===== config.mk =====
export PLATFORM = sky130hd
export DESIGN_NAME = control_unit_mc
export DESIGN_NICKNAME = d
export VERILOG_FILES = /design/src/rtl/j17_pkg.sv /design/src/rtl/cu_decode.sv /design/src/rtl/control_unit_mc.sv
export SDC_FILE = /design/constraint.sdc
export NUM_CORES = 1
export LEC_CHECK = 0
export CAP_MARGIN = 20
export CORE_UTILIZATION = 45
export CTS_BUF_LIST = sky130_fd_sc_hd__clkbuf_2
export DETAILED_ROUTE_END_ITERATION = 8
export PLACE_DENSITY_LB_ADDON = 0.08
export SETUP_SLACK_MARGIN = 0.5
export SLEW_MARGIN = 20
export SYNTH_ARGS = -nofsm -noshare
export SYNTH_HDL_FRONTEND = slang
export SYNTH_SLANG_ARGS = --single-unit

===== constraint.sdc =====
create_clock -name clock -period 4.7 [get_ports clock]
set_clock_uncertainty 0.2 [all_clocks]
set_input_delay 1.175 -clock clock [delete_from_list [all_inputs] [get_ports clock]]
set_output_delay 1.175 -clock clock [all_outputs]
set_load 0.01 [all_outputs]

===== src/rtl/j17_pkg.sv =====
// Shared constants for the multi-cycle control unit: opcodes, FSM state codes and ALU select codes.
package j17_pkg;

  localparam int OP_ADD  = 0;
  localparam int OP_SUB  = 1;
  localparam int OP_MUL  = 2;
  localparam int OP_ADDI = 3;
  localparam int OP_LW   = 4;
  localparam int OP_SW   = 5;
  localparam int OP_BEQ  = 6;
  localparam int OP_JMP  = 7;
  localparam int OP_HALT = 63;

  typedef logic [2:0] state_t;

  localparam state_t S_FETCH  = 3'd0;
  localparam state_t S_DECODE = 3'd1;
  localparam state_t S_EXEC   = 3'd2;
  localparam state_t S_MEM    = 3'd3;
  localparam state_t S_WB     = 3'd4;
  localparam state_t S_HALT   = 3'd5;

  localparam logic [1:0] ALU_ADD = 2'd0;
  localparam logic [1:0] ALU_SUB = 2'd1;
  localparam logic [1:0] ALU_MUL = 2'd2;

endpackage


===== src/rtl/cu_decode.sv =====
// Combinational opcode classifier; also picks the ALU operation each class needs.
module cu_decode
  import j17_pkg::*;
#(
  parameter int OPW = 6
) (
  input  logic [OPW-1:0] opcode,
  output logic           is_alu,
  output logic           is_imm,
  output logic           is_load,
  output logic           is_store,
  output logic           is_branch,
  output logic           is_jump,
  output logic           is_halt,
  output logic           is_illegal,
  output logic [1:0]     alu_sel
);

  logic op_add;
  logic op_sub;
  logic op_mul;

  assign op_add    = (opcode == OPW'(OP_ADD));
  assign op_sub    = (opcode == OPW'(OP_SUB));
  assign op_mul    = (opcode == OPW'(OP_MUL));
  assign is_alu    = op_add | op_sub | op_mul;
  assign is_imm    = (opcode == OPW'(OP_ADDI));
  assign is_load   = (opcode == OPW'(OP_LW));
  assign is_store  = (opcode == OPW'(OP_SW));
  assign is_branch = (opcode == OPW'(OP_BEQ));
  assign is_jump   = (opcode == OPW'(OP_JMP));
  assign is_halt   = (opcode == OPW'(OP_HALT));

  assign is_illegal = !(is_alu | is_imm | is_load | is_store |
                        is_branch | is_jump | is_halt);

  // BEQ compares by subtraction; everything else that is not SUB/MUL adds.
  always_comb begin
    alu_sel = ALU_ADD;
    if (op_sub || is_branch) alu_sel = ALU_SUB;
    else if (op_mul)         alu_sel = ALU_MUL;
  end

endmodule


===== src/rtl/control_unit_mc.sv =====
// Multi-cycle control unit: FETCH/DECODE/EXEC/MEM/WB sequencer with sticky HALT and a
// retired-instruction counter. The current FSM state is exported on the state port.
module control_unit_mc
  import j17_pkg::*;
#(
  parameter int IW  = 32,
  parameter int OPW = 6,
  parameter int RW  = 5,
  parameter int CW  = 16
) (
  input  logic                  clock,
  input  logic                  reset,
  input  logic [IW-1:0]         instruction,
  input  logic                  mem_ready,
  input  logic                  zero,
  output logic [OPW-1:0]        opcode,
  output logic [RW-1:0]         op1,
  output logic [RW-1:0]         op2,
  output logic [IW-OPW-2*RW-1:0] imm,
  output logic                  imControl,
  output logic                  regenable,
  output logic                  ramenable,
  output logic                  ramread,
  output logic                  fetch,
  output logic                  pcControl,
  output logic                  pcenable,
  output logic [1:0]            aluop,
  output logic                  illegal,
  output logic                  halted,
  output logic [CW-1:0]         retired,
  output logic [2:0]            state
);

  state_t        state_q;
  state_t        state_d;
  logic [IW-1:0] ir;
  logic          ir_load;
  logic          retire;

  logic          is_alu;
  logic          is_imm;
  logic          is_load;
  logic          is_store;
  logic          is_branch;
  logic          is_jump;
  logic          is_halt;
  logic          is_illegal;
  logic [1:0]    alu_sel;

  assign opcode = ir[IW-1 -: OPW];
  assign op1    = ir[IW-OPW-1 -: RW];
  assign op2    = ir[IW-OPW-RW-1 -: RW];
  assign imm    = ir[IW-OPW-2*RW-1:0];
  assign state  = state_q;

  cu_decode #(.OPW(OPW)) u_decode (
    .opcode     (opcode),
    .is_alu     (is_alu),
    .is_imm     (is_imm),
    .is_load    (is_load),
    .is_store   (is_store),
    .is_branch  (is_branch),
    .is_jump    (is_jump),
    .is_halt    (is_halt),
    .is_illegal (is_illegal),
    .alu_sel    (alu_sel)
  );

  // Memory handshake: a request (fetch, ramread or ramenable) is held steady until the
  // cycle in which mem_ready is sampled high; that cycle completes the transfer.
  always_comb begin
    state_d = state_q;
    ir_load = 1'b0;
    retire  = 1'b0;
    case (state_q)
      S_FETCH: begin
        if (mem_ready) begin
          ir_load = 1'b1;
          state_d = S_DECODE;
        end
      end
      S_DECODE: begin
        if (is_halt)         state_d = S_HALT;
        else if (is_illegal) state_d = S_FETCH;
        else                 state_d = S_EXEC;
      end
      S_EXEC: begin
        if (is_load || is_store) begin
          state_d = S_MEM;
        end else if (is_branch || is_jump) begin
          state_d = S_FETCH;
          retire  = 1'b1;
        end else begin
          state_d = S_WB;
        end
      end
      S_MEM: begin
        if (mem_ready) begin
          if (is_load) begin
            state_d = S_WB;
          end else begin
            state_d = S_FETCH;
            retire  = 1'b1;
          end
        end
      end
      S_WB: begin
        state_d = S_FETCH;
        retire  = 1'b1;
      end
      S_HALT:  state_d = S_HALT;
      default: state_d = S_FETCH;
    endcase
  end

  always_ff @(posedge clock or posedge reset) begin
    if (reset) begin
      state_q <= S_FETCH;
      ir      <= '0;
      retired <= '0;
    end else begin
      state_q <= state_d;
      if (ir_load) ir <= instruction;
      if (retire)  retired <= retired + CW'(1);
    end
  end

  // Reset gates every strobe so an in-flight access is dropped the moment reset rises.
  always_comb begin
    fetch     = 1'b0;
    pcenable  = 1'b0;
    illegal   = 1'b0;
    aluop     = ALU_ADD;
    imControl = 1'b0;
    pcControl = 1'b0;
    ramread   = 1'b0;
    ramenable = 1'b0;
    regenable = 1'b0;
    halted    = 1'b0;
    if (!reset) begin
      case (state_q)
        S_FETCH: begin
          fetch    = 1'b1;
          pcenable = mem_ready;
        end
        S_DECODE: illegal = is_illegal;
        S_EXEC: begin
          aluop     = alu_sel;
          imControl = is_imm | is_load | is_store;
          pcControl = is_jump | (is_branch & zero);
        end
        S_MEM: begin
          ramread   = is_load;
          ramenable = is_store;
        end
        S_WB:    regenable = 1'b1;
        S_HALT:  halted = 1'b1;
        default: ;
      endcase
    end
  end

endmodule


==> qor.txt <==
Seq/Total Area, Yosys: 52.71%
Psw: 829.1 µW
Main synth FF type: dfrtp_1
Later-pin clock latency in the skew report: 410 ps
Area grow syn2layout: 43.51%
CP max stage delay: 560 ps
Global Route Usage Sum: 20.73%
Clk buf depth: 2
Final worst path period need: 4104 ps
Clock buffer count from CTS: 5
Slowest-stage cell, CP: clkdlybuf4s50_1
Clock share of power: 7.7%
Slew @ Worst Pin: 824.9 ps
Crit Path Class: in -> out
Sw frac: 38.02%
Maximum vdd ir drop: 0.3497 mV
Starting density of the core: 47.10%
Ports: 98
Die area: 0.005678 mm²
Syn_nets: 237
First-pass GRT wire length: 8.694 mm
Total power: 2181 µW
Status: completed
# fillers: 433
Commonest non-fill, non-tap cell in the layout: clkdlybuf4s50_1
Synth unique cells: 36
Layout Nets: 331
Commonest cells after routing, fill and taps aside: 95 x clkdlybuf4s50_1, 51 x dfrtp_1, 32 x mux2_2, 15 x xor2_1, 14 x a21oi_1
Core Region: 0.005140 mm²
Final setup violation count: 0
Mapped Avg Cell Area: 12.11 µm²
Largest net degree at the start of global routing: 52
CP Launch Type: input port
Sink Count: 51
Cell Pwr Density: 627.7 mW/mm²
Fmax: 0.2437 GHz
WP buf/inv: 2
Final Routed Wirelength: 5.675 mm
Crit path required time: 3320 ps
Layout cells sized above 1: 16.27%
Synth Cell Area: 0.002421 mm²
FP Rows: 26
Top delay family on crit path: buffers and inverters
Fin. Hold Viols: 0
Diodes inserted: 0
DRC viols: 0
Routed Antenna Nets: 0
CTS tree: done
Vias in the first global route: 1,789
H-Tree Depth: 2
Initial antenna violation count: 0
Setup bufs post-CTS: 0
Setup_tns: 0 ps
Slew Viols, Final: 0
Yosys warnings: 0
MaxCap Viol Count: 0
Fin crit share: 87.32%
Crit end category: output pin
RSZ-0062 raised after global routing: false
Hold crit path type: reg -> reg
Gp weighted congestion: 0.7219
Total global routing overflow: 0
Pleak: 0.001317 µW
Vias per cell: 5.293
Worst-path cell chain: dlygate4sd2_1, or3b_2, nor3b_1, clkdlybuf4s50_1
Area of the multi-input gates: 0.001075 mm²
Sequential share of power: 39.9%
Area after DPL: 0.003440 mm²
Asr flop ratio synth: 100.0%
Crit path max fanout: 5
Width of the die: 75.35 µm
Int Pwr: 1352 µW
Critical path arrival: 2730 ps
DR WL/cell: 15.55 µm
1st-pass router iterations: 4
Vias: 1,932
IO buf count: 97
Fin area: 0.003475 mm²
Slew HR: 44.96%
Combinational Power Share: 52.4%
Root Driver: clkbuf_2
Fin Hold WS: 309.0 ps
Post-synth EDFFs: 0
Clock transition at the registers of the reported paths: 230 ps
#FFs+latches synth: 51
Number of DRC markers in iteration 0: 102
Cells after Synth: 200
Sequential cell area: 0.001276 mm²
Chip height: 75.35 µm
DP Wirelength: 4.118 mm
-- power by group through the flow --
stage               combinational, µW  clock, µW  sequential (µW)
global placement                 1140          0              870
CTS                              1160        175              871
finish                           1140        167              871
floorplan                         552          0              903
global route                     1230        190              907
detailed placement               1160          0              881
-- sequential cells by signal, indices dropped and copies added (netlist names) --
| name | flops |
|---|---|
| state | 3 |
| retired | 16 |
| ir | 32 |
-- cell usage after synthesis, drive strengths merged, types with 3 or more instances --
cell,n,area (µm²)
dfrtp,51,1276
xor2,15,131.4
a211oi,3,27.52
nor4b,3,32.53
a21oi,14,70.07
mux2,32,360.4
buf,9,56.30
nand4,7,43.79
and3,3,18.77
nor2,9,33.78
o21ai,6,30.03
nand2,11,41.29
clkbuf,3,11.26
inv,3,11.26
nor4,5,31.28
-- layer usage --
layer / vias to the layer above / wire [µm] / global-route usage (%)
li1: 908 / - / -
met2: 64 / 2857 / 34.42
met1: 948 / 2396 / 26.17
met4: 0 / 136 / 9.877
met5: - / 0 / 0
met3: 12 / 286 / 4.101
-- layout make-up --
cell class | count | share of cell area, %
multi-input combinational | 134 | 30.93
timing repair buffer | 99 | 28.30
sequential | 51 | 36.73
tap | 70 | 2.521
clock inverter | 2 | 0.2161
inverter | 3 | 0.4321
clock buffer | 6 | 0.8642
-- worst paths after layout --
kind | slack (ps) | to | depth (start not counted) | start
min reg2reg | 310 | retired[12] | 1 | retired[12]
max in group asynchronous | 2900 | ir[27] | 3 | reset
min in group asynchronous | 940 | retired[15] | 3 | reset
max | 600 | ramenable | 4 | reset
max reg2reg | 2240 | retired[1] | 4 | ir[31]
min | 310 | retired[12] | 1 | retired[12]
-- what timing repair did --
action | 4_1_cts | 5_1_grt
setup endpoints to repair | 3 | 0
endpoints found under the hold margin | 0 | 0
hold buffers | 0 | 0
resized for setup | 2 | 0
-- per-stage QoR --
step                worst slack [ps]  utilization, %  cells
global placement               386.5           66.92    357
detailed placement             316.3           66.92    357
floorplan                      863.5               -    200
CTS                            589.6           67.60    365
global route                   561.4           67.60    365
finish                         596.2           67.60    365
-- logic make-up (layout without fill, tap and decap cells) --
| logic type | after synthesis | count (layout) | synth area share [%] |
|---|---|---|---|
| simple gates | 58 | 58 | 14.37 |
| flops | 51 | 51 | 52.71 |
| mux | 32 | 32 | 14.88 |
| compound gates | 28 | 28 | 8.837 |
| xor+xnor | 15 | 15 | 5.427 |
| buf+inv | 15 | 110 | 3.256 |
| fa+ha+maj | 1 | 1 | 0.5167 |
No activity file was read; power rests on OpenSTA's default activity.
